<file path="config.mk">
export PLATFORM = sky130hd
export DESIGN_NAME = alu_issue_ctrl_flat
export DESIGN_NICKNAME = d
export VERILOG_FILES = /design/src/rtl/alu_issue_ctrl_if.sv /design/src/rtl/alu_issue_ctrl.sv /design/src/flat_wrapper.sv
export SDC_FILE = /design/constraint.sdc
export NUM_CORES = 1
export LEC_CHECK = 0
export CAP_MARGIN = 30
export CORE_AREA = 2 2 117 91
export DETAILED_ROUTE_END_ITERATION = 6
export DIE_AREA = 0 0 119 93
export MAX_ROUTING_LAYER = met4
export PLACE_DENSITY = 0.77
export SLEW_MARGIN = 40
export SYNTH_ARGS = -nofsm -noshare
export SYNTH_HDL_FRONTEND = slang
export SYNTH_SLANG_ARGS = --single-unit
</file>
<file path="constraint.sdc">
create_clock -name clk -period 2.7 [get_ports clk]
set_clock_uncertainty 0.2 [all_clocks]
set_input_delay 0.27 -clock clk [delete_from_list [all_inputs] [get_ports clk]]
set_output_delay 0.27 -clock clk [all_outputs]
set_load 0.01 [all_outputs]
</file>
<file path="src/rtl/alu_issue_ctrl_if.sv">
// Purpose : bundles the command, ALU and result handshake signals of alu_issue_ctrl.
// Latency : n/a (wires only).
// Backpr. : in_valid/in_ready on the command side, res_valid/res_ready on the result side.
// Ports   : in_*  upstream commands      alu_* operands/opcode/enable to the ALU, alu_dout back
//           res_* captured result        fifo_count command FIFO occupancy
// Modports: slave = the controller, master = whoever feeds commands, models the ALU and takes results.
interface alu_issue_ctrl_if #(
  parameter int DEPTH = 4
);
  localparam int CW = $clog2(DEPTH) + 1;

  logic          in_valid;
  logic          in_ready;
  logic [3:0]    in_cmd;
  logic [7:0]    in_a;
  logic [7:0]    in_b;

  logic [7:0]    alu_a;
  logic [7:0]    alu_b;
  logic [3:0]    alu_cmd;
  logic          alu_oe;
  logic [15:0]   alu_dout;

  logic          res_valid;
  logic          res_ready;
  logic [15:0]   res_data;
  logic [3:0]    res_cmd;
  logic          res_err;

  logic [CW-1:0] fifo_count;

  modport slave (
    input  in_valid, in_cmd, in_a, in_b, alu_dout, res_ready,
    output in_ready, alu_a, alu_b, alu_cmd, alu_oe,
           res_valid, res_data, res_cmd, res_err, fifo_count
  );

  modport master (
    output in_valid, in_cmd, in_a, in_b, alu_dout, res_ready,
    input  in_ready, alu_a, alu_b, alu_cmd, alu_oe,
           res_valid, res_data, res_cmd, res_err, fifo_count
  );
endinterface

</file>
<file path="src/rtl/alu_issue_ctrl.sv">
// Purpose : queues ALU commands in a DEPTH-entry FIFO, issues them one at a time to an external
//           combinational ALU and holds each result until downstream takes it.
// Latency : push into empty FIFO at edge E0 -> res_valid after E0+2; one result per 2 cycles sustained.
// Backpr. : in_ready drops when the FIFO is full; a held result stays stable until res_ready=1.
// Ports   : clk, rst_n (async active-low) plus the slave side of alu_issue_ctrl_if.
module alu_issue_ctrl #(
  parameter int DEPTH = 4
) (
  input  logic          clk,
  input  logic          rst_n,
  alu_issue_ctrl_if.slave bus
);

  localparam int AW = $clog2(DEPTH);
  localparam int CW = AW + 1;
  localparam logic [3:0] OP_DIV = 4'b0101;

  typedef struct packed {
    logic [3:0] cmd;
    logic [7:0] a;
    logic [7:0] b;
  } entry_t;

  typedef enum logic [1:0] {
    S_IDLE  = 2'd0,
    S_ISSUE = 2'd1,
    S_HOLD  = 2'd2
  } state_t;

  // ---------------------------------------------------------------------------
  // Command FIFO
  // ---------------------------------------------------------------------------
  entry_t          mem_q [DEPTH];
  logic [AW-1:0]   wr_ptr_q, wr_ptr_d;
  logic [AW-1:0]   rd_ptr_q, rd_ptr_d;
  logic [CW-1:0]   count_q,  count_d;

  logic            push;
  logic            pop;
  entry_t          in_entry;
  entry_t          head;
  logic            head_divz;

  // FSM and registered outputs
  state_t          state_q;
  logic [7:0]      alu_a_q;
  logic [7:0]      alu_b_q;
  logic [3:0]      alu_cmd_q;
  logic            alu_oe_q;
  logic            res_valid_q;
  logic [15:0]     res_data_q;
  logic [3:0]      res_cmd_q;
  logic            res_err_q;
  logic            cur_divz;

  assign in_entry    = {bus.in_cmd, bus.in_a, bus.in_b};
  assign bus.in_ready = (count_q < CW'(DEPTH));
  assign push        = bus.in_valid && bus.in_ready;

  // A pop hands the head entry to the operand registers: from IDLE whenever
  // something is queued, or from HOLD on the same edge the result is taken.
  assign pop = (count_q != '0) &&
               ((state_q == S_IDLE) || ((state_q == S_HOLD) && bus.res_ready));

  assign head      = mem_q[rd_ptr_q];
  assign head_divz = (head.cmd == OP_DIV) && (head.b == 8'd0);
  assign cur_divz  = (alu_cmd_q == OP_DIV) && (alu_b_q == 8'd0);

  // Pointers are AW bits wide, so DEPTH being a power of two makes them wrap for free.
  always_comb begin
    wr_ptr_d = wr_ptr_q;
    rd_ptr_d = rd_ptr_q;
    count_d  = count_q;
    if (push) begin
      wr_ptr_d = wr_ptr_q + AW'(1);
    end
    if (pop) begin
      rd_ptr_d = rd_ptr_q + AW'(1);
    end
    case ({push, pop})
      2'b10:   count_d = count_q + CW'(1);
      2'b01:   count_d = count_q - CW'(1);
      default: count_d = count_q;
    endcase
  end

  always_ff @(posedge clk or negedge rst_n) begin
    if (!rst_n) begin
      wr_ptr_q <= '0;
      rd_ptr_q <= '0;
      count_q  <= '0;
    end else begin
      wr_ptr_q <= wr_ptr_d;
      rd_ptr_q <= rd_ptr_d;
      count_q  <= count_d;
    end
  end

  // Storage needs no reset: an empty count makes every stale entry unreachable.
  always_ff @(posedge clk) begin
    if (push) begin
      mem_q[wr_ptr_q] <= in_entry;
    end
  end

  // ---------------------------------------------------------------------------
  // Issue FSM
  // ---------------------------------------------------------------------------
  always_ff @(posedge clk or negedge rst_n) begin
    if (!rst_n) begin
      state_q     <= S_IDLE;
      alu_a_q     <= '0;
      alu_b_q     <= '0;
      alu_cmd_q   <= '0;
      alu_oe_q    <= 1'b0;
      res_valid_q <= 1'b0;
      res_data_q  <= '0;
      res_cmd_q   <= '0;
      res_err_q   <= 1'b0;
    end else begin
      unique case (state_q)
        S_IDLE: begin
          if (pop) begin
            alu_a_q   <= head.a;
            alu_b_q   <= head.b;
            alu_cmd_q <= head.cmd;
            // A divide by zero never enables the ALU; its result is synthesised below.
            alu_oe_q  <= !head_divz;
            state_q   <= S_ISSUE;
          end
        end

        S_ISSUE: begin
          alu_oe_q    <= 1'b0;
          res_valid_q <= 1'b1;
          res_cmd_q   <= alu_cmd_q;
          if (cur_divz) begin
            // alu_dout is floating here, so it must not be sampled.
            res_data_q <= 16'hFFFF;
            res_err_q  <= 1'b1;
          end else begin
            res_data_q <= bus.alu_dout;
            res_err_q  <= 1'b0;
          end
          state_q <= S_HOLD;
        end

        S_HOLD: begin
          if (bus.res_ready) begin
            res_valid_q <= 1'b0;
            if (pop) begin
              alu_a_q   <= head.a;
              alu_b_q   <= head.b;
              alu_cmd_q <= head.cmd;
              alu_oe_q  <= !head_divz;
              state_q   <= S_ISSUE;
            end else begin
              state_q <= S_IDLE;
            end
          end
        end

        default: begin
          state_q     <= S_IDLE;
          alu_oe_q    <= 1'b0;
          res_valid_q <= 1'b0;
        end
      endcase
    end
  end

  assign bus.alu_a      = alu_a_q;
  assign bus.alu_b      = alu_b_q;
  assign bus.alu_cmd    = alu_cmd_q;
  assign bus.alu_oe     = alu_oe_q;
  assign bus.res_valid  = res_valid_q;
  assign bus.res_data   = res_data_q;
  assign bus.res_cmd    = res_cmd_q;
  assign bus.res_err    = res_err_q;
  assign bus.fifo_count = count_q;

endmodule
</file>
<file path="src/flat_wrapper.sv">
// flat-port wrapper written by rule: the top's interface ports become plain ports
module alu_issue_ctrl_flat 
#(
  parameter int DEPTH = 4
)
  (clk, rst_n, bus_in_valid, bus_in_cmd, bus_in_a, bus_in_b, bus_alu_dout, bus_res_ready, bus_in_ready, bus_alu_a, bus_alu_b, bus_alu_cmd, bus_alu_oe, bus_res_valid, bus_res_data, bus_res_cmd, bus_res_err, bus_fifo_count);
  alu_issue_ctrl_if #(.DEPTH(DEPTH)) bus_i ();
  input  logic clk;
  input  logic rst_n;
  input wire logic [$bits(bus_i.in_valid)-1:0] bus_in_valid;
  input wire logic [$bits(bus_i.in_cmd)-1:0] bus_in_cmd;
  input wire logic [$bits(bus_i.in_a)-1:0] bus_in_a;
  input wire logic [$bits(bus_i.in_b)-1:0] bus_in_b;
  input wire logic [$bits(bus_i.alu_dout)-1:0] bus_alu_dout;
  input wire logic [$bits(bus_i.res_ready)-1:0] bus_res_ready;
  output wire logic [$bits(bus_i.in_ready)-1:0] bus_in_ready;
  output wire logic [$bits(bus_i.alu_a)-1:0] bus_alu_a;
  output wire logic [$bits(bus_i.alu_b)-1:0] bus_alu_b;
  output wire logic [$bits(bus_i.alu_cmd)-1:0] bus_alu_cmd;
  output wire logic [$bits(bus_i.alu_oe)-1:0] bus_alu_oe;
  output wire logic [$bits(bus_i.res_valid)-1:0] bus_res_valid;
  output wire logic [$bits(bus_i.res_data)-1:0] bus_res_data;
  output wire logic [$bits(bus_i.res_cmd)-1:0] bus_res_cmd;
  output wire logic [$bits(bus_i.res_err)-1:0] bus_res_err;
  output wire logic [$bits(bus_i.fifo_count)-1:0] bus_fifo_count;
  assign bus_i.in_valid = bus_in_valid;
  assign bus_i.in_cmd = bus_in_cmd;
  assign bus_i.in_a = bus_in_a;
  assign bus_i.in_b = bus_in_b;
  assign bus_i.alu_dout = bus_alu_dout;
  assign bus_i.res_ready = bus_res_ready;
  assign bus_in_ready = bus_i.in_ready;
  assign bus_alu_a = bus_i.alu_a;
  assign bus_alu_b = bus_i.alu_b;
  assign bus_alu_cmd = bus_i.alu_cmd;
  assign bus_alu_oe = bus_i.alu_oe;
  assign bus_res_valid = bus_i.res_valid;
  assign bus_res_data = bus_i.res_data;
  assign bus_res_cmd = bus_i.res_cmd;
  assign bus_res_err = bus_i.res_err;
  assign bus_fifo_count = bus_i.fifo_count;
  alu_issue_ctrl #(.DEPTH(DEPTH)) u_core (.clk(clk), .rst_n(rst_n), .bus(bus_i));
endmodule
</file>
After elaboration in Yosys (flattened, before gate mapping)

Memory sizes are Yosys's and may differ from the RTL's.
Cells that the tools add are included.
Widths: inputs -> output; s select.

Add/subtract/negate cells: 4
$lt $le $gt $ge: 1
Equal/unequal tests: 8
Muxes and demuxes: 23
Bitwise gates (word level): 1
Reductions and logical operators: 16

Operators with widths:

| operator            | number |
|---|---|
| $mux 8              | 4 |
| $pmux 8 s2          | 2 |
| $logic_not 8->1     | 2 |
| $mux 16             | 1 |
| $eq 4x3->1 const B  | 2 |
| $mux 4              | 2 |
| $pmux 4 s2          | 1 |
| $mux 1              | 7 |
| $pmux 2 s3          | 1 |
| $pmux 3 s2          | 1 |
| $reduce_and 2->1    | 3 |
| $logic_and 1x1->1   | 5 |
| $add 2x1->2 const B | 2 |
| $eq 2x1->1 const B  | 2 |
| $eq 2x2->1 const B  | 2 |
| $mux 2              | 2 |
| $reduce_bool 2->1   | 2 |
| $add 3x1->3 const B | 1 |
| $lt 3x3->1 const B  | 1 |
| $pmux 1 s3          | 1 |
| $reduce_bool 3->1   | 1 |
| $sub 3x1->3 const B | 1 |
| $logic_not 2->1     | 1 |
| $ne 2x1->1 const B  | 1 |
| other kinds (5)     | 5 |

Register bits: 52
RAM bits: 80
Input bits: 40
Output and inout port bits: 47
Memories: 1

Memory list:

| name         | depth | width | rd ports | clocked after Yosys merged registers in | wr ports | line                 | source |
|---|---|---|---|---|---|---|---|
| u_core.mem_q | 4     | 20    | 1        | 0                                       | 1        | alu_issue_ctrl.sv:33 | `entry_t mem_q [DEPTH];` |

Longest topological paths before layout

Word-level depth: 7
Mapped depth: 9
Depth with buffers taken out: 8

Least setup slack after synthesis

OpenSTA, ideal clock, no wires.

Path kind: register to register
From: register u_core.state_q[1]
To: register u_core.count_q[2], in the netlist u_core.bus.fifo_count[2]
Data arrival time: 2.190 ns
Required time: 2.420 ns
Slack: 0.230 ns
Cell stages (with the launch flop): 10
Buffers on the path: 1
Period minus slack after synthesis: 2.470 ns
Cells stage by stage: dfrtp_1 > nor2b_1 > nor3_1 > buf_2 > ha_1 > inv_1 > fa_1 > xor2_1 > nor2_1 > xnor2_1

Longest elaborated chain between the ends: 6
Elaborated cells between the ends (all ways): 9
Classes of those cells: eq/ne: 3; mux: 1; reduce/logical: 5

Ends and longest elaborated chain:

| item                                            | line                  | source |
|---|---|---|
| from (decl)                                     | alu_issue_ctrl.sv:45  | `state_t state_q;` |
| from (signal assigned)                          | alu_issue_ctrl.sv:111 | `state_q <= S_IDLE;` |
| from (signal assigned)                          | alu_issue_ctrl.sv:129 | `state_q <= S_ISSUE;` |
| from (signal assigned)                          | alu_issue_ctrl.sv:145 | `state_q <= S_HOLD;` |
| $eq 2x2->1                                      | alu_issue_ctrl.sv:63  | `((state_q == S_IDLE) \|\| ((state_q == S_HOLD) && bus.res_ready));` |
| $logic_and 1x1->1                               | alu_issue_ctrl.sv:63  |  |
| $logic_or 1x1->1 *                              | alu_issue_ctrl.sv:63  |  |
| $logic_and 1x1->1 *                             | alu_issue_ctrl.sv:62  | `assign pop = (count_q != '0) &&` |
| $eq 2x1->1 or $eq 2x2->1 (tied branches)        | alu_issue_ctrl.sv:80  | `case ({push, pop})` |
| $pmux 3 s2 or $reduce_bool 2->1 (tied branches) | -                     |  |
| to (signal assigned)                            | alu_issue_ctrl.sv:95  | `count_q <= count_d;` |
| to (decl)                                       | alu_issue_ctrl.sv:36  | `logic [CW-1:0] count_q, count_d;` |

Every way passes the cells marked *; elsewhere a longest branch is shown, timed or not.
A chain may end at the register's enable or synchronous reset.

Worst setup path after layout

From: register u_core.rd_ptr_q[0]
To: register u_core.alu_oe_q, in the netlist u_core.bus.alu_oe

Longest elaborated chain between the ends: 7
Elaborated cells between the ends (all ways): 8
Classes of those cells: eq/ne: 1; mux: 3; reduce/logical: 3; memory: 1

Ends and longest elaborated chain:

| item                                          | line                                         | source |
|---|---|---|
| from (decl)                                   | alu_issue_ctrl.sv:35                         | `logic [AW-1:0] rd_ptr_q, rd_ptr_d;` |
| from (signal assigned)                        | alu_issue_ctrl.sv:94                         | `rd_ptr_q <= rd_ptr_d;` |
| $mem_v2 4x20 *                                | -                                            |  |
| $eq 4x3->1 or $logic_not 8->1 (tied branches) | alu_issue_ctrl.sv:66                         | `assign head_divz = (head.cmd == OP_DIV) && (head.b == 8'd0);` |
| $logic_and 1x1->1 *                           | alu_issue_ctrl.sv:66                         |  |
| $logic_not 1->1 *                             | alu_issue_ctrl.sv:128, alu_issue_ctrl.sv:155 |  |
| $mux 1 *                                      | alu_issue_ctrl.sv:123, alu_issue_ctrl.sv:151 |  |
| $mux 1                                        | alu_issue_ctrl.sv:149                        | `if (bus.res_ready) begin` |
| $pmux 1 s2 *                                  | alu_issue_ctrl.sv:121                        | `unique case (state_q)` |
| to (signal assigned)                          | alu_issue_ctrl.sv:128                        | `alu_oe_q <= !head_divz;` |
| to (signal assigned)                          | alu_issue_ctrl.sv:155                        | `alu_oe_q <= !head_divz;` |
| to (decl)                                     | alu_issue_ctrl.sv:49                         | `logic alu_oe_q;` |

Every way passes the cells marked *; elsewhere a longest branch is shown, timed or not. The select of a mux whose other input is x is not followed.

==> flow_summary_export.csv <==
group,metric,value,unit
run_status,status,"completed",
yosys,avgSynthCellArea,19.7,um^2
critical_path,startpoint,"u_core.rd_ptr_q[0]$_DFFE_PN0N_",
routing,avgRoutedWirePerCell,18.5,um
final_layout,final_area,6740,um^2
final_layout,nFillCells,647,
pwr,ir_worst_vdd,0.676,mV
final_layout,regArea,3700,um^2
critical_path,crit_chain,"buf_4, mux4_2, or4b_1, nor4b_2, a311oi_1",
worst_hold_path,hp-class,"input pin to asynchronous set/reset pin",
placed_design,port_buffers,86,
routing,routed_via_density,5.26,
routing,drtIter0Drc,184,
clock_tree,htree_levels,4,
global_route,grt_pass1_vias,2852,
yosys,syn_inst,254,
routing,drc,0,
critical_path,cp.required,2760,ps
sta,fin_crit,2340,ps
routing,drt_wl_total,9.46,mm
yosys,yosysWarningCount,0,
routing,ant_nets,0,
placed_design,place_area,6090,um^2
final_layout,diodes,0,
sta,setup_viol_count_final,0,
job,cap_violations,0,
final_layout,multi_input_area,1240,um^2
pwr,power_density,1240,nW/um^2
placed_design,place_hpwl,6.09,mm
clock_tree,clockBufferDepth,2,
clock_tree,clockRootBuffer,"clkbuf_16",
critical_path,r2r_start,"u_core.rd_ptr_q[0]$_DFFE_PN0N_",
global_route,grt_max_degree,37,
clock_tree,postCtsSetupBuffers,0,
clock_tree,cts_sinks,132,
floorplanning,core-area,9970,um^2
clock_tree,clk_pin_slew,60,ps
final_layout,finish.utilization,0.676,
clock_tree,cts_tree,"done",
yosys,synth_area_leaders,"edfxtp_1 48%, dfrtp_1 26%, mux2_2 5.4%, mux4_1 5.2%, mux4_2 4.5%",
critical_path,start_kind,"flop",
sta,rsz0062_at_grt,"no",
sta,fmaxAchievable,0.428,GHz
critical_path,end_kind,"flop",
floorplanning,start_util,0.503,
global_route,grtUsageTotal,0.195,
sta,slew_violations,0,
yosys,syn_area,5020,um^2
sta,tightest_slew,585,ps
yosys,ys_types,30,
placed_design,routabilityCongestion,0.708,
final_layout,nets,407,
global_route,grt_overflow,0,
yosys,yosysSeqAreaShare,0.738,
critical_path,max_stage_delay,520,ps
critical_path,arrival,2400,ps
sta,setup_tns,0,ps
global_route,antenna_found_initial,0,
floorplanning,ioPinCount,87,
final_layout,drive_gt1_frac,0.214,
sta,setup_ws,364,ps
critical_path,critPathSlowestCell,"mux4_2",
floorplanning,rows,32,
global_route,grt_pass1_wl,15.2,mm
critical_path,critPathKind,"flop to flop",
final_layout,syn2layout_area_growth,34.3,%
yosys,syn_nets,300,
yosys,synth_top_area_cell,"edfxtp_1",
routing,vias,2684,
floorplanning,die_h,93,um
clock_tree,clk_latency,410,ps
yosys,synth.top_cell.area_share,0.479,
routing,drt-pass1-iter-count,4,
placed_design,pre_cts_ws,310,ps
sta,finalCritPeriodShare,0.865,
yosys,synth_seq_cells,132,
floorplanning,die-area,11100,um^2
sta,maxSlewHeadroom,0.609,
sta,hold_viol_final,0,
floorplanning,chipWidth,119,um
pwr,p_leak,2.48,nW
critical_path,crit_fanout,6,
clock_tree,numCtsBuffers,17,
## cell families (layout without fill, tap and decap cells)
kind of cell | count (synthesis) | after routing | share of synthesized area
compound gates | 22 | 22 | 0.0362
mux | 45 | 45 | 0.153
flops | 132 | 132 | 0.738
buf+inv | 18 | 138 | 0.0155
fa+ha+maj | 6 | 6 | 0.0165
xor+xnor | 6 | 6 | 0.0105
simple gates | 25 | 25 | 0.0299
## power breakdown
part | switching [W] | leakage, nW | internal [W]
sequential | 0.000349 | 1.33 | 0.00275
combinational | 0.00117 | 0.865 | 0.00160
clock | 0.000826 | 0.294 | 0.00163
## cell usage after synthesis
| master | number |
|---|---|
| nor4_1 | 2 |
| or4b_1 | 1 |
| dfrtp_1 | 52 |
| buf_6 | 1 |
| and2_1 | 4 |
| mux4_2 | 10 |
| nand2_1 | 3 |
| clkbuf_1 | 7 |
| ha_1 | 5 |
| nand3_1 | 1 |
| a21o_1 | 1 |
| nor4b_2 | 1 |
| mux2i_1 | 1 |
| o22a_1 | 16 |
| edfxtp_1 | 80 |
| fa_1 | 1 |
| o21ai_0 | 2 |
| a311oi_1 | 1 |
| mux4_1 | 10 |
| nor2b_1 | 3 |
| nor2_1 | 4 |
| nor4b_1 | 2 |
| xnor2_1 | 4 |
| buf_2 | 2 |
| buf_1 | 1 |
| o21a_1 | 2 |
| inv_1 | 7 |
| mux2_2 | 24 |
| xor2_1 | 2 |
| nor3_1 | 4 |
## path summary, 6_finish.rpt
check / end / slack (ps) / cells after the start
max in group asynchronous: u_core.bus.alu_a[5]$_DFFE_PN0P_ / 1340 / 3
min in group clk: u_core.bus.res_data[0]$_DFFE_PN0P_ / 250 / 2
hold / removal: u_core.bus.fifo_count[0]$_DFFE_PN0P_ / 140 / 2
setup / recovery: u_core.bus.alu_oe$_DFFE_PN0P_ / 360 / 5
setup reg to reg: u_core.bus.alu_oe$_DFFE_PN0P_ / 360 / 5
hold reg to reg: u_core.bus.res_valid$_DFFE_PN0P_ / 290 / 1
## cells in the final DEF, fill, tap and decap left out, types with 5 or more instances in the layout
| master | n |
|---|---|
| clkdlybuf4s50_1 | 85 |
| edfxtp_1 | 80 |
| dfrtp_1 | 52 |
| mux2_2 | 24 |
| clkbuf_16 | 17 |
| o22a_1 | 16 |
| buf_4 | 12 |
| mux4_2 | 10 |
| mux4_1 | 10 |
| inv_1 | 7 |
| clkinvlp_4 | 6 |
| ha_1 | 5 |
| bufinv_16 | 5 |
## sequential cells by signal, indices dropped and copies added, names as in the netlist
name and count:
u_core.bus.res_data 16, u_core.rd_ptr_q 2, u_core.bus.fifo_count 3, u_core.bus.alu_a 8, u_core.bus.res_err 1, u_core.bus.res_cmd 4, u_core.state_q 2, u_core.bus.alu_oe 1
u_core.mem_q 80, u_core.bus.res_valid 1, u_core.bus.alu_cmd 4, u_core.wr_ptr_q 2, u_core.bus.alu_b 8
## cell type report
type | instances | area share
Clock inverter | 14 | 0.0312
Tap cell | 136 | 0.0253
Timing Repair Buffer | 99 | 0.142
Clock buffer | 18 | 0.0637
Multi-Input combinational cell | 104 | 0.184
Sequential cell | 132 | 0.550
Inverter | 7 | 0.00390
## through the flow
stage          hold WS, ps  instances  total power [W]
2_1_floorplan         -226        254          0.00467
3_3_place_gp          20.7        477          0.00585
3_5_place_dp          18.2        477          0.00594
4_1_cts                123        510          0.00841
5_1_grt                158        510          0.00875
6_report               136        510          0.00832
## critical path: cells and delay by family, from the launching register on
| family | cells | cell delay (ps) |
|---|---|---|
| DFF | 1 | 420 |
| buffers and inverters | 1 | 200 |
| muxes | 1 | 520 |
| AOI/OAI and AO/OA | 1 | 120 |
| and+or+nand+nor | 2 | 720 |
## metal layers
layer	track usage	share of wire
met3	0.0689	0.067
met1	0.255	0.45
met5	-	0
met4	0.0774	0.017
met2	0.284	0.46
## repair_timing
| action | in CTS | in global routing |
|---|---|---|
| gates resized for setup | 0 | 0 |
| hold buffers | 1 | 0 |
| endpoints found under the hold margin | 16 | 0 |
Note: power is estimated with default switching activity, not from simulation.
